File: src/rtl/ps2_host_tx.sv
// ps2_host_tx: host-to-device PS/2 command transmitter.
// Drives open-collector enables and reports done/ACK or timeout.
module ps2_host_tx #(
    parameter int INHIBIT_CYCLES = 5000,
    parameter int TIMEOUT_CYCLES = 1000000
) (
    input  logic       clk,
    input  logic       clrn,
    input  logic       ps2_clk,
    input  logic       ps2_data,
    output logic       ps2_clk_oe,
    output logic       ps2_data_oe,
    input  logic [7:0] tx_data,
    input  logic       tx_valid,
    output logic       tx_ready,
    output logic       rx_inhibit,
    output logic       done,
    output logic       ack_ok,
    output logic       timeout_err
);
    typedef enum logic [2:0] {
        S_IDLE,
        S_INHIBIT,
        S_SETUP,
        S_REQ,
        S_SHIFT,
        S_ACK,
        S_WAIT
    } state_t;

    localparam int MAXC = (INHIBIT_CYCLES > TIMEOUT_CYCLES) ?
                          INHIBIT_CYCLES : TIMEOUT_CYCLES;
    localparam int CW = $clog2(MAXC + 1);
    localparam logic [CW-1:0] INH_LAST = CW'(INHIBIT_CYCLES - 1);
    localparam logic [CW-1:0] TO_LAST  = CW'(TIMEOUT_CYCLES - 1);

    state_t        r_state;
    state_t        w_next;
    logic [CW-1:0] r_cnt;
    logic [CW-1:0] w_cnt_max;
    logic [3:0]    r_bitcnt;
    logic [9:0]    r_shreg;
    logic [2:0]    r_clk_s;
    logic [2:0]    r_dat_s;
    logic          r_ack;
    logic          r_clk_oe;
    logic          r_data_oe;
    logic          r_ready;
    logic          r_inhibit;
    logic          r_done;
    logic          r_ack_ok;
    logic          r_tout;

    logic w_fall;
    logic w_din;
    logic w_lines_hi;
    logic w_accept;
    logic w_tmo_st;
    logic w_shift;
    logic w_expire;
    logic w_clk_oe;
    logic w_data_oe;
    logic w_ready;
    logic w_inhibit;
    logic w_done;
    logic w_ack_ok;

    assign w_fall     = r_clk_s[2] & ~r_clk_s[1];
    assign w_din      = r_dat_s[1];
    assign w_lines_hi = r_clk_s[1] & r_dat_s[1];
    assign w_accept   = tx_valid & r_ready & (r_state == S_IDLE);
    assign w_tmo_st   = r_state inside {S_REQ, S_SHIFT, S_ACK, S_WAIT};
    assign w_shift    = w_fall & ((r_state == S_REQ) | (r_state == S_SHIFT));
    assign w_cnt_max  = (r_state == S_INHIBIT) ? INH_LAST : TO_LAST;
    // A clean finish in WAIT beats a coincident expiry.
    assign w_expire   = w_tmo_st & (r_cnt == TO_LAST) & ~w_fall &
                        ~((r_state == S_WAIT) & w_lines_hi);

    always_ff @(posedge clk or negedge clrn) begin
        if (!clrn) begin
            r_clk_s <= 3'b111;
            r_dat_s <= 3'b111;
        end else begin
            r_clk_s <= {r_clk_s[1:0], ps2_clk};
            r_dat_s <= {r_dat_s[1:0], ps2_data};
        end
    end

    always_ff @(posedge clk or negedge clrn) begin
        if (!clrn) begin
            r_state <= S_IDLE;
        end else begin
            r_state <= w_next;
        end
    end

    always_comb begin
        w_next = r_state;
        unique case (r_state)
            S_IDLE:    if (w_accept) w_next = S_INHIBIT;
            S_INHIBIT: if (r_cnt == INH_LAST) w_next = S_SETUP;
            S_SETUP:   w_next = S_REQ;
            S_REQ:     if (w_fall) w_next = S_SHIFT;
            S_SHIFT:   if (w_fall && r_bitcnt == 4'd9) w_next = S_ACK;
            S_ACK:     if (w_fall) w_next = S_WAIT;
            S_WAIT:    if (w_lines_hi) w_next = S_IDLE;
            default:   w_next = S_IDLE;
        endcase
        if (w_expire) w_next = S_IDLE;
    end

    always_comb begin
        w_clk_oe  = (w_next == S_INHIBIT) || (w_next == S_SETUP);
        w_data_oe = r_data_oe;
        unique case (1'b1)
            (w_next == S_IDLE),
            (w_next == S_INHIBIT): w_data_oe = 1'b0;
            (w_next == S_SETUP):   w_data_oe = 1'b1;
            w_shift:               w_data_oe = ~r_shreg[0];
            default:               w_data_oe = r_data_oe;
        endcase
        w_done    = (r_state == S_WAIT) && w_lines_hi;
        w_ack_ok  = w_done && r_ack;
        w_ready   = (r_state == S_IDLE) && (w_next == S_IDLE);
        w_inhibit = (w_next != S_IDLE);
    end

    always_ff @(posedge clk or negedge clrn) begin
        if (!clrn) begin
            r_cnt    <= '0;
            r_bitcnt <= 4'd0;
            r_shreg  <= 10'd0;
            r_ack    <= 1'b0;
        end else begin
            if (r_state == S_IDLE || w_next != r_state ||
                (w_fall && w_tmo_st)) begin
                r_cnt <= '0;
            end else if (r_cnt != w_cnt_max) begin
                r_cnt <= r_cnt + 1'b1;
            end
            if (w_accept) begin
                r_bitcnt <= 4'd0;
                r_shreg  <= {1'b1, ~^tx_data, tx_data};
                r_ack    <= 1'b0;
            end else begin
                if (w_fall && w_tmo_st && r_state != S_WAIT) begin
                    r_bitcnt <= r_bitcnt + 4'd1;
                end
                if (w_shift) r_shreg <= {1'b0, r_shreg[9:1]};
                if (w_fall && r_state == S_ACK) r_ack <= ~w_din;
            end
        end
    end

    always_ff @(posedge clk or negedge clrn) begin
        if (!clrn) begin
            r_clk_oe  <= 1'b0;
            r_data_oe <= 1'b0;
            r_ready   <= 1'b1;
            r_inhibit <= 1'b0;
            r_done    <= 1'b0;
            r_ack_ok  <= 1'b0;
            r_tout    <= 1'b0;
        end else begin
            r_clk_oe  <= w_clk_oe;
            r_data_oe <= w_data_oe;
            r_ready   <= w_ready;
            r_inhibit <= w_inhibit;
            r_done    <= w_done;
            r_ack_ok  <= w_ack_ok;
            r_tout    <= w_expire;
        end
    end

    assign ps2_clk_oe  = r_clk_oe;
    assign ps2_data_oe = r_data_oe;
    assign tx_ready    = r_ready;
    assign rx_inhibit  = r_inhibit;
    assign done        = r_done;
    assign ack_ok      = r_ack_ok;
    assign timeout_err = r_tout;
endmodule

File: config.mk
export PLATFORM = sky130hd
export DESIGN_NAME = ps2_host_tx
export DESIGN_NICKNAME = d
export VERILOG_FILES = /design/src/rtl/ps2_host_tx.sv
export SDC_FILE = /design/constraint.sdc
export NUM_CORES = 1
export LEC_CHECK = 0
export ABC_CLOCK_PERIOD_IN_PS = 3200
export CORE_AREA = 2 2 73 75
export CTS_CLUSTER_SIZE = 24
export DETAILED_ROUTE_END_ITERATION = 10
export DIE_AREA = 0 0 75 77
export PLACE_DENSITY = 0.73
export SKIP_LAST_GASP = 1
export SYNTH_ARGS = -nofsm -noshare
export SYNTH_HDL_FRONTEND = slang
export SYNTH_SLANG_ARGS = --single-unit
File: constraint.sdc
create_clock -name clk -period 3.2 [get_ports clk]
set_clock_uncertainty 0.1 [all_clocks]
set_input_delay 0.96 -clock clk [delete_from_list [all_inputs] [get_ports clk]]
set_output_delay 0.96 -clock clk [all_outputs]
set_load 0.01 [all_outputs]
# Word level (Yosys, flattened, before mapping)
# Cells that the tools add are included.
[classes]
addsub = 2
n_eq_ne = 14
mux = 18
bitwise = 15
reduce_logical = 21
[ops]
columns = ["cell", "n"]
rows = [
  ["20-bit two-way mux", 3],
  ["3-bit two-way mux", 7],
  ["3-bit case mux with 7 select lines", 1],
  ["20-bit by 1-bit adder with 20-bit output (second input constant)", 1],
  ["20-bit by 13-bit equality test with 1-bit output (second input constant)", 1],
  ["20-bit equality test (second input constant)", 1],
  ["10-bit two-way mux", 2],
  ["20-bit inequality test", 1],
  ["1-bit bitwise AND", 9],
  ["3-bit by 2-bit equality test with 1-bit output (second input constant)", 3],
  ["3-bit equality test (second input constant)", 3],
  ["4-bit two-way mux", 2],
  ["2-bit nonzero test", 4],
  ["8-bit XNOR reduction", 1],
  ["1-bit logical AND", 7],
  ["3-bit by 1-bit equality test with 1-bit output (second input constant)", 2],
  ["3-bit zero test", 2],
  ["3-bit nonzero test", 2],
  ["1-bit NOT", 5],
  ["4-bit by 1-bit adder with 4-bit output (second input constant)", 1],
  ["4-bit equality test (second input constant)", 1],
  ["4-bit nonzero test", 1],
  ["1-bit logical OR", 3],
  ["3-bit inequality test", 1],
  ["5 further kinds", 6],
]
[totals]
register_bits = 50
output_inout_bits = 7
elab_cells = 84

# Logic depth before layout (Yosys ltp)
# Gate-level depths: netlist (run 1).
[logic_depth]
ltp_word = 10
ltp_mapped = 9

# Least setup slack after synthesis (run 1)
# No wires, ideal clock.
[synth_path]
kind = "register to register"
startpoint = "register r_cnt[14]"
endpoint = "register r_cnt[5]"
setup_time_ns = 0.124
t_arrival_ns = 1.936
setup_slack_ns = 1.040
path_stages_with_launch = 8
n_path_buf = 1
period_less_slack_ns = 2.160
path_cell_list = "dfrtp_1 nand4_1 or4_4 a2111oi_4 a31oi_1 a32oi_2 buf_4 nor4_1"
[synth_via]
elab_chain_cells = 9
[synth_lines]
columns = ["item", "line_no", "source"]
rows = [
  ["start: declaration", "39", "logic [CW-1:0] r_cnt;"],
  ["start signal: assignment", "139", "r_cnt <= r_cnt + 1'b1;"],
  ["20-bit equality test (*)", "76", "assign w_expire = w_tmo_st & (r_cnt == TO_LAST) & ~w_fall &"],
  ["1-bit bitwise AND (*) (3 in a row)", "76", ""],
  ["net w_expire", "60", "logic w_expire;"],
  ["3-bit two-way mux (*)", "109", "if (w_expire) w_next = S_IDLE;"],
  ["3-bit inequality test (*)", "135", "if (r_state == S_IDLE || w_next != r_state ||"],
  ["1-bit logical OR (*) (2 in a row)", "135", ""],
  ["20-bit two-way mux or 2-bit nonzero test (tied branches)", "-", ""],
]
# Mark *: on every way through the listed nets, which the timed path passes. The rest lies on a longest branch.
# A chain may end at the register's enable or synchronous reset.

# Worst setup path in the final report (run 1)
[layout_path]
startpoint = "register r_state[1]"
endpoint = "register r_cnt[18]"
[layout_via]
elab_chain_cells = 10
[layout_lines]
columns = ["item", "line_no", "source"]
rows = [
  ["start: declaration", "37", "state_t r_state;"],
  ["start signal: assignment", "93", "r_state <= w_next;"],
  ["3-bit by 2-bit equality test with 1-bit output (tied with other cells)", "72", "assign w_tmo_st = r_state inside {S_REQ, S_SHIFT, S_ACK, S_WAIT};"],
  ["4-bit nonzero test", "72", ""],
  ["1-bit bitwise AND (2 in a row)", "76", ""],
  ["1-bit bitwise AND (*)", "76", ""],
  ["net w_expire", "60", ""],
  ["3-bit two-way mux (*)", "109", ""],
  ["3-bit inequality test (*)", "135", ""],
  ["1-bit logical OR (*) (2 in a row)", "135", ""],
  ["20-bit two-way mux or 2-bit nonzero test (tied branches)", "-", ""],
]
# Marks and branches as above.

==> results of run 1 <==
[placed cells by master, fill, tap and decap left out, drive strengths merged, types with 2 or more instances in the layout]
master	n
a211oi	3
a21o	2
a21oi	7
a31oi	4
and2	3
and3	4
and4	2
buf	8
clkbuf	5
clkdlybuf4s50	18
clkinv	2
dfrtp	44
dfstp	6
ha	3
inv	6
mux2i	10
nand2	32
nand2b	2
nand3	14
nand3b	2
nand4	6
nor2	16
nor2b	3
nor3	22
nor4	6
nor4bb	2
o211ai	2
o21ai	18
or3	5
or4	2
xnor2	14
xor2	9
[sequential cells by signal, indices dropped and copies added (netlist names)]
name / count
r_state: 3
timeout_err: 1
ps2_data_oe: 1
tx_ready: 1
r_bitcnt: 4
ack_ok: 1
ps2_clk_oe: 1
done: 1
r_cnt: 20
r_shreg: 10
r_dat_s: 2
r_clk_s: 3
rx_inhibit: 1
r_ack: 1
[worst min-delay path by stage]
stage | start | end | slack, ps | cells past startpoint
after floorplan | r_clk_s[0]$_DFF_PN1_ | r_clk_s[1]$_DFF_PN1_ | 250 | 0
after global placement | r_clk_s[0]$_DFF_PN1_ | r_clk_s[1]$_DFF_PN1_ | 250 | 0
after detailed placement | r_clk_s[0]$_DFF_PN1_ | r_clk_s[1]$_DFF_PN1_ | 250 | 0
after CTS | r_clk_s[0]$_DFF_PN1_ | r_clk_s[1]$_DFF_PN1_ | 260 | 0
after global routing | r_clk_s[0]$_DFF_PN1_ | r_clk_s[1]$_DFF_PN1_ | 270 | 0
final | r_clk_s[0]$_DFF_PN1_ | r_clk_s[1]$_DFF_PN1_ | 260 | 0
[layout make-up]
| class | instances | area [um2] | share of cell area, % |
|---|---|---|---|
| Multi-Input combinational cell | 207 | 1315 | 43.66 |
| Sequential cell | 50 | 1259 | 41.79 |
| Timing Repair Buffer | 26 | 237.7 | 7.894 |
| Tap cell | 70 | 87.58 | 2.908 |
| Clock buffer | 5 | 68.82 | 2.285 |
| Inverter | 6 | 22.52 | 0.7478 |
| Clock inverter | 3 | 21.27 | 0.7063 |
[metal layers]
| layer | global-route usage [%] | vias to the layer above | part of all wire (%) |
|---|---|---|---|
| met1 | 29.13 | 971 | 48 |
| met2 | 28.77 | 47 | 47 |
| met5 | 0 | - | 0 |
| met3 | 4.205 | 8 | 3.8 |
| li1 | - | 1030 | - |
| met4 | 6.786 | 0 | 1.6 |
[cells by family (layout without fill, tap and decap cells)]
logic type | count (synthesis) | count (layout) | share of synthesized area, %
and+or+nand+nor | 125 | 125 | 24.89
buffers and inverters | 15 | 40 | 2.465
muxes | 10 | 10 | 3.793
DFF | 50 | 50 | 47.70
xor gates and xnor gates | 23 | 23 | 7.634
adders and majority gates | 3 | 3 | 1.423
AOI/OAI and AO/OA | 46 | 46 | 12.09
[synth_stat cells (2+ instances only)]
library cell	instances
a211oi_1	3
a21o_1	2
a21oi_1	7
a31oi_1	4
and2_1	3
and3_1	4
and4_1	2
buf_1	2
buf_4	2
clkbuf_1	4
dfrtp_1	44
dfstp_2	6
ha_1	3
inv_1	5
mux2i_1	10
nand2_1	32
nand2b_1	2
nand3_1	14
nand3b_1	2
nand4_1	6
nor2_1	16
nor2b_1	3
nor3_1	22
nor4_1	6
nor4bb_1	2
o211ai_1	2
o21ai_0	18
or3_1	4
xnor2_1	14
xor2_1	9
[power groups by stage]
stage	logic [mW]	clock network [mW]	registers, mW
final	0.291	0.363	0.818
after global routing	0.335	0.407	0.834
after CTS	0.294	0.380	0.818
after detailed placement	0.293	0	0.831
after global placement	0.285	0	0.826
after floorplan	0.201	0	0.816
[metrics by stage]
| stage | total power, mW | util, % | cells |
|---|---|---|---|
| finish | 1.472 | 60.51 | 367 |
| global placement | 1.111 | 58.70 | 359 |
| global route | 1.575 | 60.51 | 367 |
| CTS | 1.492 | 60.51 | 367 |
| detailed placement | 1.124 | 58.70 | 359 |
| floorplan | 1.018 | - | 272 |
==> results.json, run 1 <==
{
  "postCtsSetupRepairBufs": 0,
  "synthTopCellsByArea": "dfrtp_1, dfstp_2, xnor2_1",
  "antenna_left": 0,
  "critPathLaunchType": "flip-flop",
  "path_buf_inv": 2,
  "p_sw_share_pct": 29.76,
  "timing.rr.start": "r_state[1]$_DFF_PN0_",
  "yosysTopAreaCellShare_pct": 41.73,
  "slew_violations": 0,
  "tightest_slew_ps": 640.7,
  "rsz0062_at_grt": "false",
  "avgSynthCellArea_um2": 9.701,
  "yosys_register_bits": 50,
  "finalCritPeriodShare_pct": 84.91,
  "max_cap_viol_count": 0,
  "finalInstanceArea_um2": 3012,
  "hold_violations": 0,
  "hp-class": "reg2reg",
  "cp_slowest_cell": "dfrtp_1",
  "io_buffers": 19,
  "cts_max_level": 2,
  "grt_antenna_before_repair": 0,
  "p_seq_share_pct": 55.6,
  "ctsHoldBuffers": 0,
  "cp-end-kind": "flip-flop",
  "finalCriticalPeriod_ps": 2717,
  "critPathTopFamily": "compound AO/OA/AOI/OAI gates",
  "drt-pass1-iter-count": 4,
  "finalSetupViolations": 0,
  "die_x_um": 75,
  "grt_pass1_wl_um": 8887,
  "reg2reg_depth": 7,
  "yosysSeqAreaShare_pct": 47.70,
  "place_congestion": 0.8710,
  "crit_type": "reg2reg",
  "fin_ws_ps": 483.0,
  "yosys_warnings": 0,
  "fillers": 426,
  "relSlewSlack_pct": 56.90,
  "whs_ps": 259.3,
  "io_pins": 20,
  "crit_arrival_ps": 2800,
  "drt-total-wl_um": 5213,
  "cts_resized": 0,
  "rows": 26,
  "cts.path.max_buffers": 2,
  "place_hpwl_um": 3822,
  "coreArea_um2": 4977,
  "clk_pin_slew_ps": 90,
  "comb_power_share_pct": 19.8,
  "synthCells": 272,
  "fin_nets": 312,
  "start_util_pct": 53.02,
  "dieArea_um2": 5775,
  "synth_nets": 288,
  "vdd_ir_drop_max_mv": 0.2303,
  "fmaxAchievable_ghz": 0.3681,
  "drc": 0,
  "r2r-end": "r_cnt[18]$_DFFE_PN0P_",
  "cp_max_fo": 20,
  "vias_per_cell": 5.602,
  "synth_edf_count": 0,
  "synth_cell_types": 49,
  "cts-root-buf": "clkbuf_8",
  "p_per_area_nw_per_um2": 488.6,
  "path_cells": "inv_1 > or3_1 > a2111oi_4 > a31oi_1 > a32oi_2 > buf_4 > nor3_1",
  "clockPowerShare_pct": 24.7,
  "dp_slack_ps": 569.7,
  "cts_tree": "done",
  "grt_pass1_vias": 1841,
  "critical_path_depth": 7,
  "numCtsBuffers": 5,
  "clkSinkCount": 50,
  "drive_above_1_share_pct": 10.77,
  "grt-ovfl-total": 0,
  "placed_area_um2": 2922,
  "vias": 2056,
  "r2r_slack_ps": 480,
  "async_reset_ff_share_pct": 100.0,
  "track_usage_pct": 19.83,
  "dieHeight_um": 77,
  "drtIter0Drc": 158,
  "endpoint": "r_cnt[18]$_DFFE_PN0P_",
  "synthToLayoutAreaGrowth_pct": 14.13,
  "grt_start_max_net_pins": 25,
  "tns_ps": 0,
  "synth_top_cell_by_area": "dfrtp_1",
  "status": "finished, final reports clean",
  "startpoint": "r_state[1]$_DFF_PN0_",
  "syn-cell-area_um2": 2639,
  "n_antenna_cell": 0,
  "wl_per_cell_um": 14.20,
  "clk_latency_ps": 300,
  "synth_top_flop_cell": "dfrtp_1",
  "cp.required_ps": 3280,
  "p_switching_mw": 0.4379,
  "p_leak_nw": 1.258,
  "p_int_mw": 1.034,
  "max_stage_delay_ps": 580
}
(Power assumes the default switching activity.)
==> run 2, diff against run 1 <==
ABC_CLOCK_PERIOD_IN_PS = 2200   (was 3200)
CORE_AREA = 2 2 75 77   (was 2 2 73 75)
DIE_AREA = 0 0 77 79   (was 0 0 75 77)
clock period = 2.2 ns   (was 3.2 ns; I/O delays follow)
==> run 2 against run 1 <==
The flow now finishes with violations (negative setup slack). Final cell count up 13%. First-iteration DRC count rose by 18%. Sequential share of layout area decreased by 6.9 points. Utilization up 7.0 points. Worst setup slack worse by 620 ps. Highest routed layer unchanged.
==> results.json, run 2 (synthesis results as in run 1) <==
{
  "grt_start_max_net_pins": 26,
  "numCtsBuffers": 5,
  "p_leak_nw": 1.567,
  "path_cells": "ha_2 > nor4bb_1 > and2_1 > nand3_1 > nand3_1 > a32oi_2 > buf_6 > clkbuf_16 > nor4_2",
  "rows": 27,
  "place_congestion": 0.9121,
  "grt_antenna_before_repair": 0,
  "violations": "negative setup slack",
  "vias_per_cell": 5.793,
  "synthToLayoutAreaGrowth_pct": 36.65,
  "clkSinkCount": 50,
  "r2r-end": "r_cnt[5]$_DFFE_PN0P_",
  "antenna_left": 0,
  "timing.rr.start": "r_cnt[1]$_DFFE_PN0P_",
  "drc": 0,
  "grt_pass1_wl_um": 10340,
  "fillers": 415,
  "hp-class": "in2async",
  "cts_tree": "done",
  "cp-end-kind": "flip-flop",
  "vias": 2404,
  "cts-root-buf": "clkbuf_8",
  "dieArea_um2": 6083,
  "io_pins": 20,
  "r2r_slack_ps": -140,
  "placed_area_um2": 3217,
  "reg2reg_depth": 9,
  "rsz0062_at_grt": "true",
  "cp.required_ps": 2300,
  "cp_slowest_cell": "dfrtp_1",
  "grt-ovfl-total": 0,
  "drive_above_1_share_pct": 27.99,
  "start_util_pct": 49.44,
  "final_util_pct": 67.56,
  "finalCriticalPeriod_ps": 2336,
  "finalInstanceArea_um2": 3606,
  "grt_pass1_vias": 2170,
  "max_stage_delay_ps": 370,
  "critPathTopFamily": "simple AND/OR/NAND/NOR gates",
  "cts_max_level": 2,
  "drt-pass1-iter-count": 4,
  "final_cells": 415,
  "fin_nets": 358,
  "tns_ps": -802.4,
  "clk_pin_slew_ps": 100,
  "drt-total-wl_um": 6748,
  "relSlewSlack_pct": 64.05,
  "track_usage_pct": 21.18,
  "vdd_ir_drop_max_mv": 0.3804,
  "largest_register_ffs": 20,
  "crit_type": "reg2reg",
  "coreArea_um2": 5338,
  "drtIter0Drc": 186,
  "p_per_area_nw_per_um2": 691.5,
  "final_common_cell": "buf_4",
  "total_power_mw": 2.493,
  "tightest_slew_ps": 534.3,
  "dieHeight_um": 79,
  "finalSetupViolations": 20,
  "n_antenna_cell": 0,
  "max_cap_viol_count": 0,
  "crit_arrival_ps": 2440,
  "path_buf_inv": 2,
  "cts.path.max_buffers": 2,
  "io_buffers": 19,
  "status": "complete, but fails checks",
  "clk_latency_ps": 310,
  "cp_max_fo": 5,
  "largestRegisters": "r_cnt: 20 flops, r_shreg: 10 flops, r_bitcnt: 4 flops",
  "place_inst": 395,
  "final_cell_mix": "buf_4, dfrtp_1, nand2_1, clkdlybuf4s50_1, o21ai_0",
  "fmaxAchievable_ghz": 0.4281,
  "hold_violations": 0,
  "place_hpwl_um": 4182,
  "fin_ws_ps": -136.1,
  "critPathLaunchType": "flip-flop",
  "finalCritPeriodShare_pct": 106.2,
  "cpMostUsedCell": "nand3_1",
  "wl_per_cell_um": 16.26,
  "slew_violations": 0,
  "die_x_um": 77,
  "largest_register": "r_cnt"
}
-- run 2: cell count changes in the layout (fill, tap and decap cells not counted), sizes merged --
cell	previous run	this run
clkbuf	5	8
bufinv	0	1
buf	8	51
clkinv	2	1
-- run 2: metal layers --
metal  track usage, %  wire [um]  up-vias
met3            3.182        369       20
li1                 -          -     1119
met4            5.357        190        0
met1            30.09       2960     1163
met5                0          0        -
met2            34.39       3228      102
-- run 2: final cells by class --
type / instances / area [um2] / share of cell area, %
clock buffers: 6 / 72.57 / 2.012
clock inverters: 2 / 38.79 / 1.076
inverters: 6 / 22.52 / 0.6246
multi-input cells: 207 / 1456 / 40.39
flip-flops and latches: 50 / 1259 / 34.91
well taps: 72 / 90.09 / 2.498
repair buffers: 71 / 659.4 / 18.29
repair inverters: 1 / 7.507 / 0.2082
-- run 2: worst max path at each step --
stage	slack (ps)	start	cells after the start	to
after floorplan	40	r_cnt[14]$_DFFE_PN0P_	7	r_cnt[5]$_DFFE_PN0P_
after global placement	20	tx_valid	7	ps2_clk_oe$_DFF_PN0_
after detailed placement	-40	tx_valid	7	ps2_clk_oe$_DFF_PN0_
after CTS	-2	r_cnt[18]$_DFFE_PN0P_	7	r_cnt[18]$_DFFE_PN0P_
after global routing	-360	r_cnt[0]$_DFFE_PN0P_	9	r_cnt[5]$_DFFE_PN0P_
final	-140	r_cnt[1]$_DFFE_PN0P_	9	r_cnt[5]$_DFFE_PN0P_
-- run 2: report_power, final --
part / total, mW / switching [mW] / internal [mW]
registers: 1.18 / 0.100 / 1.08
logic: 0.662 / 0.330 / 0.332
clock network: 0.652 / 0.310 / 0.342
-- run 2: timing repair --
| action | 4_1_cts | 5_1_grt |
|---|---|---|
| endpoints found under the hold margin | 0 | 0 |
| buffers inserted | 4 | 4 |
| gates resized for setup | 6 | 24 |
| setup endpoints to repair | 9 | 29 |
| hold buffers | 0 | 0 |
| pin swaps | 1 | 6 |
| gates cloned | 1 | 3 |
-- run 2: per-stage QoR --
step	worst slack [ps]	hold WS, ps
final	-136.1	177.9
after floorplan	40.08	245.2
after global placement	22.01	245.3
after global routing	-362.6	201.1
after CTS	-1.882	187.3
after detailed placement	-37.62	246.8
